**config.mk**
```make
export PLATFORM = sky130hd
export DESIGN_NAME = memory_playback_flat
export DESIGN_NICKNAME = d
export VERILOG_FILES = /design/src/rtl/memory_playback_if.sv /design/src/rtl/memory_playback.sv /design/src/flat_wrapper.sv
export SDC_FILE = /design/constraint.sdc
export NUM_CORES = 1
export LEC_CHECK = 0
export ABC_CLOCK_PERIOD_IN_PS = 4200
export CORE_ASPECT_RATIO = 1.75
export CORE_MARGIN = 2
export CORE_UTILIZATION = 54
export DETAILED_ROUTE_END_ITERATION = 10
export GPL_TIMING_DRIVEN = 0
export PLACE_DENSITY = 0.83
export SYNTH_ARGS = -nofsm -noshare
export SYNTH_HDL_FRONTEND = slang
export SYNTH_SLANG_ARGS = --single-unit
```
**constraint.sdc**
```tcl
create_clock -name clk -period 4.2 [get_ports clk]
set_clock_uncertainty 0.05 [all_clocks]
set_input_delay 1.26 -clock clk [delete_from_list [all_inputs] [get_ports clk]]
set_output_delay 1.26 -clock clk [all_outputs]
set_load 0.1 [all_outputs]
```
**src/rtl/memory_playback_if.sv**
```systemverilog
// Playback bus: SPRAM read port toward memory_bank plus the sample
// valid/ready stream toward the DAC/SPI consumer.
interface memory_playback_if #(
   parameter int ADDR_W = 16,
   parameter int DATA_W = 16
);
   logic [ADDR_W-1:0] mem_address;
   logic              mem_rd_en;
   logic [DATA_W-1:0] mem_dataout;
   logic [DATA_W-1:0] sample;
   logic              sample_valid;
   logic              sample_ready;

   modport master (
      output mem_address, mem_rd_en, sample, sample_valid,
      input  mem_dataout, sample_ready
   );

   modport slave (
      input  mem_address, mem_rd_en, sample, sample_valid,
      output mem_dataout, sample_ready
   );
endinterface

```
**src/rtl/memory_playback.sv**
```systemverilog
// Streams captured samples out of the SPRAM at a fixed rate, one
// address per sample tick, onto a valid/ready sample port.
module memory_playback #(
   parameter int ADDR_W     = 16,
   parameter int DATA_W     = 16,
   parameter int SAMPLE_DIV = 480
) (
   input  logic              clk,
   input  logic              reset,
   input  logic              start,
   input  logic              stop,
   input  logic              loop_en,
   input  logic [ADDR_W:0]   length,
   memory_playback_if.master bus,
   output logic              busy,
   output logic              done,
   output logic              late
);
   localparam int DIV_W = $clog2(SAMPLE_DIV);

   typedef enum logic [1:0] {
      IDLE,
      WAIT_TICK,
      READ,
      LATCH
   } state_t;

   state_t            state;
   logic [DIV_W-1:0]  div;
   logic [ADDR_W-1:0] addr;
   logic [ADDR_W-1:0] last_addr;
   logic [DATA_W-1:0] sample_q;
   logic              valid_q;
   logic              tick;
   logic              accept;

   assign tick   = (div == DIV_W'(SAMPLE_DIV - 1));
   assign accept = valid_q & bus.sample_ready;

   assign bus.mem_address  = addr;
   assign bus.mem_rd_en    = busy;
   assign bus.sample       = sample_q;
   assign bus.sample_valid = valid_q;

   always_ff @(posedge clk) begin
      if (reset) begin
         state     <= IDLE;
         div       <= '0;
         addr      <= '0;
         last_addr <= '0;
         sample_q  <= '0;
         valid_q   <= 1'b0;
         busy      <= 1'b0;
         done      <= 1'b0;
         late      <= 1'b0;
      end else begin
         done <= 1'b0;
         if (accept)
            valid_q <= 1'b0;
         if (state != IDLE)
            div <= tick ? '0 : div + DIV_W'(1);

         if (stop && state != IDLE) begin
            state   <= IDLE;
            busy    <= 1'b0;
            valid_q <= 1'b0;
            div     <= '0;
         end else begin
            unique case (state)
               IDLE: begin
                  if (start && length != '0) begin
                     // Lengths beyond the address space clamp to a full sweep
                     last_addr <= length[ADDR_W] ? '1
                                : length[ADDR_W-1:0] - ADDR_W'(1);
                     addr  <= '0;
                     div   <= '0;
                     late  <= 1'b0;
                     busy  <= 1'b1;
                     state <= WAIT_TICK;
                  end
               end
               WAIT_TICK: begin
                  if (tick) begin
                     if (!valid_q || bus.sample_ready)
                        state <= READ;
                     else
                        late <= 1'b1;
                  end
               end
               READ: state <= LATCH;
               LATCH: begin
                  sample_q <= bus.mem_dataout;
                  valid_q  <= 1'b1;
                  if (addr != last_addr) begin
                     addr  <= addr + ADDR_W'(1);
                     state <= WAIT_TICK;
                  end else if (loop_en) begin
                     addr  <= '0;
                     state <= WAIT_TICK;
                  end else begin
                     done  <= 1'b1;
                     busy  <= 1'b0;
                     div   <= '0;
                     state <= IDLE;
                  end
               end
            endcase
         end
      end
   end
endmodule

```
**src/flat_wrapper.sv**
```systemverilog
// flat-port wrapper written by rule: the top's interface ports become plain ports
module memory_playback_flat 
#(
   parameter int ADDR_W     = 16,
   parameter int DATA_W     = 16,
   parameter int SAMPLE_DIV = 480
)
  (clk, reset, start, stop, loop_en, length, busy, done, late, bus_mem_address, bus_mem_rd_en, bus_sample, bus_sample_valid, bus_mem_dataout, bus_sample_ready);
  memory_playback_if #(.ADDR_W(ADDR_W), .DATA_W(DATA_W)) bus_i ();
  input  logic clk;
  input  logic reset;
  input  logic start;
  input  logic stop;
  input  logic loop_en;
  input  logic [ADDR_W:0] length;
  output logic busy;
  output logic done;
  output logic late;
  output wire logic [$bits(bus_i.mem_address)-1:0] bus_mem_address;
  output wire logic [$bits(bus_i.mem_rd_en)-1:0] bus_mem_rd_en;
  output wire logic [$bits(bus_i.sample)-1:0] bus_sample;
  output wire logic [$bits(bus_i.sample_valid)-1:0] bus_sample_valid;
  input wire logic [$bits(bus_i.mem_dataout)-1:0] bus_mem_dataout;
  input wire logic [$bits(bus_i.sample_ready)-1:0] bus_sample_ready;
  assign bus_mem_address = bus_i.mem_address;
  assign bus_mem_rd_en = bus_i.mem_rd_en;
  assign bus_sample = bus_i.sample;
  assign bus_sample_valid = bus_i.sample_valid;
  assign bus_i.mem_dataout = bus_mem_dataout;
  assign bus_i.sample_ready = bus_sample_ready;
  memory_playback #(.ADDR_W(ADDR_W), .DATA_W(DATA_W), .SAMPLE_DIV(SAMPLE_DIV)) u_core (.clk(clk), .reset(reset), .start(start), .stop(stop), .loop_en(loop_en), .length(length), .bus(bus_i), .busy(busy), .done(done), .late(late));
endmodule
```
# After elaboration in Yosys (flattened, before gate mapping)
# Index checks and enable logic that the tools add are counted.
# classes
n_addsub	3
n_eq_ne	12
n_mux	28
n_bitwise	3
reduce_logical	18
# ops
cell	n
$mux 16	4
$mux 9	5
$pmux 16 s2	1
$pmux 9 s2	1
$reduce_bool 17->1	1
$add 16x1->16 const B	1
$ne 16x16->1	1
$sub 16x1->16 const B	1
$mux 1	10
$add 9x1->9 const B	1
$eq 9x9->1 const B	1
$mux 2	4
$pmux 2 s4	1
$reduce_and 4->1	2
$reduce_bool 2->1	4
$ne 2x1->1 const B	3
$ne 2x2->1 const B	3
$reduce_and 3->1	2
$reduce_and 5->1	1
$eq 2x2->1 const B	2
$pmux 1 s2	2
$reduce_or 4->1	1
$ne 3x2->1 const B	1
$eq 2x1->1 const B	1
other kinds (8)	10
# totals
ff_bits	63

# Longest topological paths before layout
# Gate-level depths: netlist of the first run.
# logic_depth
ltp_word	6
mapped_depth	10
mapped_depth_nobuf	8

# Worst setup path before layout of the first run
# No wires, ideal clock.
# synth_timing
path_type	input to register
start	input port length[0]
end	register u_core.addr[13] (netlist: u_core.bus.mem_address[13])
setup_time_ns	0.066
t_arrival_ns	2.945
required_time_ns	4.084
path_slack_ns	1.139
cell_stages	8
n_path_buf	0
cell_sequence	inv_1 -> ha_1 -> nor4b_1 -> a41o_1 -> o31ai_4 -> o21ai_4 -> or4_1 -> a21oi_2
# synth_between
elab_chain_cells	4
# synth_rtl
element	line_no	text
start, declared	flat_wrapper.sv:15	input logic [ADDR_W:0] length;
$reduce_bool 17->1	memory_playback.sv:71	if (start && length != '0) begin
$logic_and 1x1->1	memory_playback.sv:71	
$ne 2x1->1 (no line)	-	
$reduce_and 4->1 (no line)	-	
end signal, assigned	memory_playback.sv:95	addr <= addr + ADDR_W'(1);
end, declared	memory_playback.sv:30	logic [ADDR_W-1:0] addr;
# No other way between the ends.
# A chain may end at the register's enable or synchronous reset.

# Final worst setup path of the first run
# layout_timing
start	input port length[0]
end	register u_core.last_addr[3]
# layout_between
elab_chain_cells	3
word_cells_on_any_way	5
# layout_rtl
element	line_no	text
branches (longest 3 deep; another with $sub 16x1->16)	-	
end signal, assigned	memory_playback.sv:73	last_addr <= length[ADDR_W] ? '1
end, declared	memory_playback.sv:31	logic [ADDR_W-1:0] last_addr;
# Parallel ways; which one is timed is not known.

==> flow_summary_export.csv, run 1 <==
group,metric,value,unit
drt,wl,8400,um
floorplanning,die_w,63.4,um
placed_design,dp.cells,544,
drt,vias,3221,
global_route,busiest_layer,"met2",
global_route,antenna_found_initial,0,
final_layout,seq_area,0.00126,sq mm
synthesis,synth_top_cell_area_share,0.378,
worst_setup_path,start_kind,"input port",
drt,drc,0,
synthesis,synth-adder-area-share,0.0263,
final_layout,drive_above_1_share,0.0871,
synthesis,synth.largest_area_cell,"dfxtp_1",
synthesis,synth_compound_area_frac,0.167,
clock_network,root_buffer,"clkbuf_8",
timing,period_share,0.844,
timing,drv_slew,0,
worst_setup_path,cp.arrival,3.77,ns
worst_setup_path,cp-end-kind,"flop",
drt,drt_pass1_iterations,5,
floorplanning,rows,37,
run,cap_violations,0,
floorplanning,io_pins,76,
global_route,use_met3,0.0780,
worst_setup_path,slowest_delay,0.53,ns
final_layout,final_util,0.741,
drt,vias_per_cell,5.75,
timing,clock.fmax,282,MHz
synthesis,yosysSeqAreaShare,0.378,
outcome,outcome,"finished, final reports clean",
placed_design,io_buffers,75,
timing,tns,0,ns
synthesis,synth_ff_type,"dfxtp_1",
pwr,netSwitchingPower,866,uW
pwr,clkPwrFrac,0.258,
pwr,p_leak,1.43,nW
pwr,cellPowerDensity,489,mW/mm^2
clock_network,cts-htree-levels,3,
global_route,grt.overflow.total,0,
global_route,gr-usage-met2,0.487,
worst_setup_path,cp_cell_sequence,"clkdlybuf4s50_1, inv_1, ha_1, nor4b_1, a41o_1, nor2_1, clkbuf_1, o21ai_0, a21oi_1",
synthesis,ys_types,57,
final_layout,area_growth_syn_to_layout,31.7,%
timing,setup_violations,0,
synthesis,ys_seq_elements,63,
clock_network,clockBufferDepth,2,
pwr,vdd_drop_max,0.308,mV
final_layout,multi_input_area,0.00194,sq mm
drt,drtIter0Drc,228,
worst_setup_path,cp_max_fo,10,
global_route,use_met1,0.273,
floorplanning,die_h,108,um
clock_network,clock_latency,0.35,ns
synthesis,yosys_warnings,0,
global_route,grt_max_degree,11,
clock_network,cts_resized,0,
clock_network,postCtsSetupRepairBufs,0,
final_layout,antenna_cells,0,
floorplanning,initial_utilization,0.563,
pwr,power,2.15,mW
global_route,globalRouteTotalUtil,0.272,
drt,wl_per_cell,15.0,um
timing,worstMarginPinSlew,0.995,ns
min_path,min_path_type,"flop to flop",
final_layout,fillers,499,
worst_setup_path,critPathBufInv,3,
worst_setup_path,slowest_stage,"nor2_1",
timing,rsz0062_at_grt,"false",
final_layout,nets,523,
synthesis,syn_area,0.00333,sq mm
worst_setup_path,crit_family,"buffers and inverters",
worst_setup_path,r2r_setup_slack,1.65,ns
synthesis,synthXorXnorAreaFrac,0.115,
drt,route.antenna.remaining_nets,0,
placed_design,hpwl,6480,um
synthesis,synth_edf_count,0,
timing,hold_viol_final,0,
floorplanning,placeableCoreArea,0.00593,sq mm
synthesis,synth-simple-area-share,0.270,
synthesis,synth_mux_area_frac,0.00300,
pwr,switching_share,0.404,
clock_network,numCtsBuffers,9,
clock_network,tritoncts,"done",
synthesis,syn_inst,391,
final_layout,fin_cells,560,
global_route,grt_pass1_wl,14700,um
pwr,combPwrFrac,0.402,
pwr,p_seq_frac,0.341,
clock_network,clk_pin_slew,0.07,ns
timing,period_needed,3.55,ns
worst_setup_path,required,4.43,ns
placed_design,gp_congestion,0.931,
timing,slew_headroom,0.334,
worst_setup_path,worstSetupPathType,"input port to flop",
timing,timing.hold.ws,0.406,ns
synthesis,synth_area_leaders,"dfxtp_1, xnor2_1, nand2_1",
synthesis,synth_top_family_by_area,"simple AND/OR/NAND/NOR gates",
clock_network,numClockSinks,63,
synthesis,synth_nets,437,
pwr,p_int,1.28,mW
synthesis,ys_async_sr_fraction,0,
floorplanning,die-area,0.00684,sq mm
global_route,grt_pass1_vias,3291,
synthesis,avgSynthCellArea,8.53,sq um
clock_network,ctsHoldBuffers,0,
synth_stat cells, types with 2 or more instances:
cell type and n:
o31a_1 2, and4_1 3, buf_2 3, xor2_1 10, o211ai_2 2, nor4_1 5, nand3_1 10, nor3_2 2
a21oi_2 2, nor2_1 35, nor2b_1 3, a211oi_1 9, a21oi_1 30, nor4b_1 2, ha_1 7, nor3b_1 2
or4_1 9, buf_6 3, o31ai_4 2, xnor2_1 30, nand2_1 50, o211ai_1 3, nor3_1 21, dfxtp_1 63
o21ai_0 6, or3_1 7, and2_1 2, o31ai_1 8, clkbuf_1 10, nand4_1 13, nand2b_1 2, inv_1 9
xnor2_2 2
layout by cell type, fill, tap and decap left out, types with 2 or more instances in the layout:
cell type,n
buf_2,3
nor3_2,2
xor2_1,10
nand3_1,10
nand2_1,50
and4_1,3
nand4_1,13
o31a_1,2
buf_6,3
clkinv_2,2
ha_1,7
clkbuf_1,11
inv_1,9
nor3_1,21
nor2_1,35
xnor2_2,2
clkbuf_8,12
a211oi_1,9
nor4_1,5
nand2b_1,2
o21ai_0,6
nor3b_1,2
nor2b_1,3
xnor2_1,30
o31ai_4,2
dfxtp_1,63
clkdlybuf4s50_1,75
or3_1,7
or4_1,9
and2_1,2
o31ai_1,8
nor4b_1,2
o211ai_2,2
o211ai_1,3
a21oi_2,2
a21oi_1,30
cells by family (layout without fill, tap and decap cells):
| group | after synthesis | in the layout |
|---|---|---|
| xor gates and xnor gates | 42 | 42 |
| and+or+nand+nor | 173 | 173 |
| DFF | 63 | 63 |
| AOI/OAI and AO/OA | 77 | 77 |
| adders and majority gates | 7 | 7 |
| muxes | 1 | 1 |
| buffers and inverters | 28 | 119 |
metrics by stage:
step                area [sq um]  setup slack (ns)
floorplan                   3330              1.14
global route                4390             0.419
detailed placement          4180             0.299
global placement            4180             0.339
finish                      4390             0.654
CTS                         4390             0.668
flip-flops by register name, indices dropped and copies added (netlist names):
| register | count |
|---|---|
| u_core.bus.mem_address | 16 |
| u_core.bus.sample | 16 |
| u_core.last_addr | 16 |
| u_core.div | 9 |
| u_core.state | 2 |
| u_core.bus.mem_rd_en | 1 |
| u_core.bus.sample_valid | 1 |
| u_core.done | 1 |
| u_core.late | 1 |
routing by layer:
layer	vias up	part of all wire
met5	-	0
met4	0	0.046
met3	31	0.065
li1	1579	-
met1	1493	0.36
met2	118	0.53
cell type report:
| type | count | share of cell area |
|---|---|---|
| multi-input cells | 300 | 0.441 |
| repair buffers | 75 | 0.171 |
| flip-flops and latches | 63 | 0.287 |
| inverters | 10 | 0.00855 |
| clock inverters | 3 | 0.00912 |
| well taps | 78 | 0.0222 |
| clock buffers | 13 | 0.0385 |
| plain buffers | 18 | 0.0222 |
power by group through the flow:
stage / sequential [mW] / combinational (mW) / clock, mW
after global routing: 0.740 / 0.939 / 0.591
after CTS: 0.731 / 0.860 / 0.563
after global placement: 0.739 / 0.838 / 0
after detailed placement: 0.745 / 0.853 / 0
after floorplan: 0.861 / 0.519 / 0
final: 0.731 / 0.862 / 0.553
worst min-delay path, stage by stage (launching register included):
cell and delay, ns:
dfxtp_1 0.31, nand2_1 0.05, a21oi_1 0.05
worst paths after layout:
check,startpoint,end,cells past startpoint
worst max-delay path,length[0],u_core.last_addr[3]$_SDFFE_PP0P_,9
worst max register to register,u_core.state[0]$_SDFFE_PP0P_,u_core.last_addr[3]$_SDFFE_PP0P_,8
worst min register to register,u_core.bus.sample[13]$_SDFFE_PP0P_,u_core.bus.sample[13]$_SDFFE_PP0P_,2
worst min-delay path,u_core.bus.sample[13]$_SDFFE_PP0P_,u_core.bus.sample[13]$_SDFFE_PP0P_,2
(Power assumes the default switching activity.)
==> inputs of run 2 (changes only) <==
Settings changed: ABC_CLOCK_PERIOD_IN_PS 4200 to 2900, CORE_UTILIZATION 54 to 46, PLACE_DENSITY 0.83 to 0.75.
Clock period 4.2 ns to 2.9 ns, I/O delays scaled along.
==> run 2 against run 1 <==
Sequential share of layout area fell by 1.3 points. Sequential cell count unchanged. Sequential power grew 45%. Global-route usage decreased by 3.3 points. Clock-buffer cell count fell by 2. Highest routed layer unchanged. Clock power rose by 100%. Worst hold slack worse by 0.0030 ns. Via count is 1.4% lower. Critical path depth shrank 2. Worst setup slack lost 0.59 ns.
==> flow_summary_export.csv, run 2 (synthesized netlist as in run 1, its figures left out) <==
group,metric,value,unit
outcome,outcome,"finished, final reports clean",
placed_design,placed_cell_area,0.00419,sq mm
final_layout,fin_cells,567,
worst_setup_path,worstSetupPathType,"input port to flop",
worst_setup_path,r2r_setup_slack,0.45,ns
drt,wl,8710,um
timing,worstMarginPinSlew,1.00,ns
floorplanning,die-area,0.00797,sq mm
final_layout,layout_commonest_cell,"dfxtp_1",
worst_setup_path,r2r-start,"u_core.state[0]$_SDFFE_PP0P_",
timing,hold_viol_final,0,
placed_design,hpwl,6660,um
timing,drv_slew,0,
drt,route.antenna.remaining_nets,0,
clock_network,numClockSinks,63,
worst_setup_path,cp-startpoint,"length[7]",
clock_network,postCtsSetupRepairBufs,0,
clock_network,tritoncts,"done",
pwr,cellPowerDensity,755,mW/mm^2
worst_setup_path,cp-end-kind,"flop",
final_layout,antenna_cells,0,
global_route,grt_pass1_wl,14400,um
clock_network,clk_pin_slew,0.05,ns
global_route,grt_max_degree,11,
global_route,antenna_found_initial,0,
floorplanning,rows,41,
worst_setup_path,required,3.11,ns
global_route,grt_pass1_vias,3189,
drt,wl_per_cell,15.4,um
global_route,globalRouteTotalUtil,0.239,
drt,drtIter0Drc,152,
worst_setup_path,endpoint,"u_core.last_addr[13]$_SDFFE_PP0P_",
drt,vias_per_cell,5.60,
floorplanning,die_w,68.4,um
placed_design,io_buffers,75,
timing,clock.fmax,353,MHz
final_layout,drive_above_1_share,0.110,
global_route,gr-usage-met2,0.421,
pwr,power,3.47,mW
global_route,use_met1,0.236,
worst_setup_path,r2r-end,"u_core.bus.mem_address[8]$_SDFFE_PP0P_",
drt,vias,3177,
placed_design,dp.cells,552,
floorplanning,placeableCoreArea,0.00713,sq mm
worst_setup_path,cp_max_fo,5,
pwr,vdd_drop_max,0.417,mV
worst_setup_path,cp.arrival,3.05,ns
pwr,p_leak,1.64,nW
timing,setup_violations,0,
final_layout,design_area,0.00459,sq mm
global_route,busiest_layer,"met2",
placed_design,gp_congestion,0.871,
timing,period_needed,2.84,ns
worst_setup_path,start_kind,"input port",
min_path,min_path_type,"flop to flop",
clock_network,clockBufferDepth,2,
timing,period_share,0.978,
global_route,grt.overflow.total,0,
floorplanning,io_pins,76,
final_layout,nets,523,
final_layout,fillers,633,
clock_network,cts-htree-levels,3,
clock_network,numCtsBuffers,9,
timing,slew_headroom,0.330,
final_layout,area_growth_syn_to_layout,37.7,%
clock_network,root_buffer,"clkbuf_16",
run,cap_violations,0,
clock_network,clock_latency,0.33,ns
final_layout,final_cell_mix,"dfxtp_1, clkdlybuf4s50_1, nand2_1",
worst_setup_path,rr_worst_depth,7,
floorplanning,initial_utilization,0.468,
drt,drc,0,
floorplanning,die_h,117,um
drt,drt_pass1_iterations,5,
global_route,use_met3,0.0684,
run 2: cell types whose count changed in the layout (fill, tap and decap cells not counted), moves of 4 or more:
cell             before  now
nor4_1                5    1
clkbuf_16             0    9
clkbuf_8             12    1
clkdlybuf4s50_1      75   59
dlygate4sd2_1         0    8
dlymetal6s2s_1        0    8
run 2: final cells by class:
type | count | area, sq um | share of cell area
multi-input cells | 300 | 2010 | 0.439
clock inverters | 4 | 70.1 | 0.0153
plain buffers | 18 | 98.8 | 0.0215
inverters | 10 | 37.5 | 0.00817
flip-flops and latches | 63 | 1260 | 0.275
well taps | 86 | 108 | 0.0234
clock buffers | 11 | 243 | 0.0528
repair buffers | 75 | 761 | 0.166
run 2: critical path: stages:
cell,delay [ns]
clkdlybuf4s50_1,0.53
or4_1,0.61
or3_1,0.37
nor3_2,0.19
xor2_1,0.27
nor3_1,0.09
nor3_2,0.11
run 2: report_power, final:
group          switching [mW]  internal [mW]
sequential             0.0902          0.970
combinational           0.852          0.422
clock                   0.367          0.767
run 2: repair_timing:
item / CTS / global route
setup endpoints to repair: 33 / 46
hold buffers: 0 / 0
gates resized for setup: 15 / 17
pin swaps: 11 / 1
cloned: 0 / 0
run 2: worst min path at each step:
stage | start | endpoint | slack, ns | cells after the start
after floorplan | u_core.last_addr[3]$_SDFFE_PP0P_ | u_core.last_addr[3]$_SDFFE_PP0P_ | 0.40 | 2
after global placement | u_core.bus.sample[9]$_SDFFE_PP0P_ | u_core.bus.sample[9]$_SDFFE_PP0P_ | 0.39 | 2
after detailed placement | u_core.bus.sample[11]$_SDFFE_PP0P_ | u_core.bus.sample[11]$_SDFFE_PP0P_ | 0.40 | 2
after CTS | u_core.bus.sample[14]$_SDFFE_PP0P_ | u_core.bus.sample[14]$_SDFFE_PP0P_ | 0.41 | 2
after global routing | u_core.bus.sample[11]$_SDFFE_PP0P_ | u_core.bus.sample[11]$_SDFFE_PP0P_ | 0.42 | 2
final | u_core.bus.sample[9]$_SDFFE_PP0P_ | u_core.bus.sample[9]$_SDFFE_PP0P_ | 0.40 | 2
run 2: metal layers:
layer | up-vias | routed length, um
met1 | 1468 | 3120
met5 | - | 0
met2 | 98 | 4680
met4 | 0 | 475
li1 | 1577 | -
met3 | 34 | 439
run 2: per-stage QoR:
| stage | hold slack [ns] | setup slack, ns | TNS (ns) | util |
|---|---|---|---|---|
| 2_1_floorplan | 0.395 | 0.128 | 0 | - |
| 3_3_place_gp | 0.392 | -0.598 | -16.30 | 0.588 |
| 3_5_place_dp | 0.398 | -0.640 | -16.88 | 0.588 |
| 4_1_cts | 0.406 | 0.00356 | 0 | 0.635 |
| 5_1_grt | 0.422 | -0.00916 | -0.0160 | 0.644 |
| 6_report | 0.403 | 0.0634 | 0 | 0.644 |
==> inputs of run 3 (changes only) <==
==> constraint.sdc (replaced) <==
create_clock -name clk -period 2.9 [get_ports clk]
set_clock_uncertainty 0.05 [all_clocks]
set_input_delay 0.435 -clock clk [delete_from_list [all_inputs] [get_ports clk]]
set_output_delay 0.435 -clock clk [all_outputs]
set_load 0.1 [all_outputs]
==> run 3 against run 2 <==
Combinational power is essentially flat. First-iteration DRC count shrank 22%. Largest power group unchanged. Cell area shrank 1.9%. Critical path depth grew 2. Register-to-register slack is essentially flat. Maximum frequency grew 8.8%. Worst setup slack gained 0.23 ns. Routed wire length shrank 2.2%. Highest routed layer unchanged.
==> flow_summary_export.csv, run 3 (synthesized netlist as in run 1, its figures left out) <==
group,metric,value,unit
global_route,grt.overflow.total,0,
global_route,grt_pass1_vias,3184,
drt,drc,0,
pwr,netSwitchingPower,1.29,mW
floorplanning,die_h,117,um
timing,hold_viol_final,0,
clock_network,clock_latency,0.33,ns
run,cap_violations,0,
clock_network,numClockSinks,63,
final_layout,layout_commonest_cell,"clkdlybuf4s50_1",
pwr,p_seq_frac,0.308,
clock_network,cts-htree-levels,3,
min_path,min_path_type,"flop to flop",
floorplanning,rows,41,
worst_setup_path,rr_worst_depth,8,
pwr,switching_share,0.374,
pwr,clkPwrFrac,0.328,
drt,wl,8520,um
timing,setup_violations,0,
timing,timing.hold.ws,0.402,ns
final_layout,final_util,0.632,
global_route,grt_max_degree,11,
outcome,outcome,"finished, final reports clean",
worst_setup_path,start_kind,"input port",
clock_network,postCtsSetupRepairBufs,0,
worst_setup_path,worstSetupPathType,"input port to flop",
clock_network,tritoncts,"done",
pwr,p_leak,1.47,nW
final_layout,drive_above_1_share,0.0873,
floorplanning,io_pins,76,
clock_network,ctsHoldBuffers,0,
global_route,grt_pass1_wl,14200,um
final_layout,final_cell_mix,"clkdlybuf4s50_1, dfxtp_1, nand2_1",
worst_setup_path,cp-startpoint,"length[0]",
final_layout,antenna_cells,0,
worst_setup_path,r2r-start,"u_core.state[0]$_SDFFE_PP0P_",
floorplanning,initial_utilization,0.468,
pwr,p_int,2.16,mW
placed_design,io_buffers,75,
floorplanning,die-area,0.00797,sq mm
timing,rsz0062_at_grt,"false",
timing,slew_headroom,0.331,
floorplanning,die_w,68.4,um
drt,route.antenna.remaining_nets,0,
timing,worstMarginPinSlew,1.00,ns
timing,clock.fmax,384,MHz
worst_setup_path,r2r-end,"u_core.bus.mem_address[9]$_SDFFE_PP0P_",
worst_setup_path,r2r_setup_slack,0.44,ns
timing,period_share,0.899,
floorplanning,placeableCoreArea,0.00713,sq mm
drt,drtIter0Drc,119,
clock_network,clockBufferDepth,2,
global_route,globalRouteTotalUtil,0.237,
worst_setup_path,cp-end-kind,"flop",
worst_setup_path,endpoint,"u_core.bus.mem_address[9]$_SDFFE_PP0P_",
drt,vias_per_cell,5.59,
final_layout,area_growth_syn_to_layout,35.2,%
timing,drv_slew,0,
pwr,cellPowerDensity,765,mW/mm^2
worst_setup_path,cp_max_fo,7,
worst_setup_path,cp.arrival,2.82,ns
clock_network,numCtsBuffers,9,
clock_network,clk_pin_slew,0.05,ns
worst_setup_path,required,3.11,ns
drt,drt_pass1_iterations,4,
final_layout,nets,523,
clock_network,root_buffer,"clkbuf_16",
pwr,vdd_drop_max,0.429,mV
drt,vias,3168,
pwr,combPwrFrac,0.365,
global_route,antenna_found_initial,0,
drt,wl_per_cell,15.0,um
placed_design,gp_congestion,0.871,
timing,period_needed,2.61,ns
placed_design,hpwl,6660,um
-- run 3: cell count changes in the layout (fill, tap and decap cells not counted), sizes merged --
cell,delta
clkdlybuf4s50,+16
dlymetal6s2s,-8
dlygate4sd2,-8
-- run 3: how the worst min path moves through the flow --
stage | to | cells after the start | startpoint | slack (ns)
3_5_place_dp | u_core.bus.sample[11]$_SDFFE_PP0P_ | 2 | u_core.bus.sample[11]$_SDFFE_PP0P_ | 0.40
2_1_floorplan | u_core.last_addr[3]$_SDFFE_PP0P_ | 2 | u_core.last_addr[3]$_SDFFE_PP0P_ | 0.40
3_3_place_gp | u_core.bus.sample[9]$_SDFFE_PP0P_ | 2 | u_core.bus.sample[9]$_SDFFE_PP0P_ | 0.39
6_report | u_core.bus.sample[9]$_SDFFE_PP0P_ | 2 | u_core.bus.sample[9]$_SDFFE_PP0P_ | 0.40
5_1_grt | u_core.bus.sample[11]$_SDFFE_PP0P_ | 2 | u_core.bus.sample[11]$_SDFFE_PP0P_ | 0.42
4_1_cts | u_core.bus.sample[14]$_SDFFE_PP0P_ | 2 | u_core.bus.sample[14]$_SDFFE_PP0P_ | 0.41
-- run 3: routing by layer --
layer / global-route usage / up-vias / part of all wire / wire, um
li1: - / 1574 / - / -
met1: 0.230 / 1454 / 0.35 / 2990
met4: 0.164 / 0 / 0.060 / 509
met3: 0.0684 / 36 / 0.056 / 473
met2: 0.417 / 104 / 0.53 / 4550
met5: 0 / - / 0 / 0
-- run 3: layout make-up --
cell class | count | area, sq um
Clock buffer | 11 | 243
Inverter | 10 | 37.5
Tap cell | 86 | 108
Buffer | 18 | 97.6
Fill cell | 649 | 2620
Multi-Input combinational cell | 300 | 1940
Timing Repair Buffer | 75 | 751
Clock inverter | 4 | 70.1
Sequential cell | 63 | 1260
-- run 3: critical path, stage by stage --
cell and delay [ns]:
clkdlybuf4s50_1 0.47, inv_1 0.07, ha_1 0.19, nor4b_1 0.15, a41o_1 0.33, o31ai_4 0.33
o21ai_4 0.15, or4_1 0.54, a21oi_2 0.15
-- run 3: through the flow --
stage / instance area [sq um] / TNS, ns / power [mW] / worst slack [ns] / std cells
2_1_floorplan: 3330 / 0 / 2.00 / 0.128 / 391
3_3_place_gp: 4190 / -0.709 / 2.29 / -0.163 / 552
3_5_place_dp: 4190 / -1.15 / 2.32 / -0.205 / 552
4_1_cts: 4510 / 0 / 3.46 / 0.112 / 567
5_1_grt: 4510 / 0 / 3.62 / 0.0865 / 567
6_report: 4510 / 0 / 3.45 / 0.294 / 567
-- run 3: power groups by stage --
stage / clock, mW / sequential (mW) / combinational, mW
finish: 1.13 / 1.06 / 1.26
CTS: 1.15 / 1.06 / 1.25
detailed placement: 0 / 1.08 / 1.24
global route: 1.18 / 1.08 / 1.36
floorplan: 0 / 1.25 / 0.752
global placement: 0 / 1.07 / 1.22
-- run 3: timing repair --
item | CTS | global route
resized for setup | 0 | 1
hold endpoints to repair | 0 | 0
endpoints found under the setup margin | 0 | 3
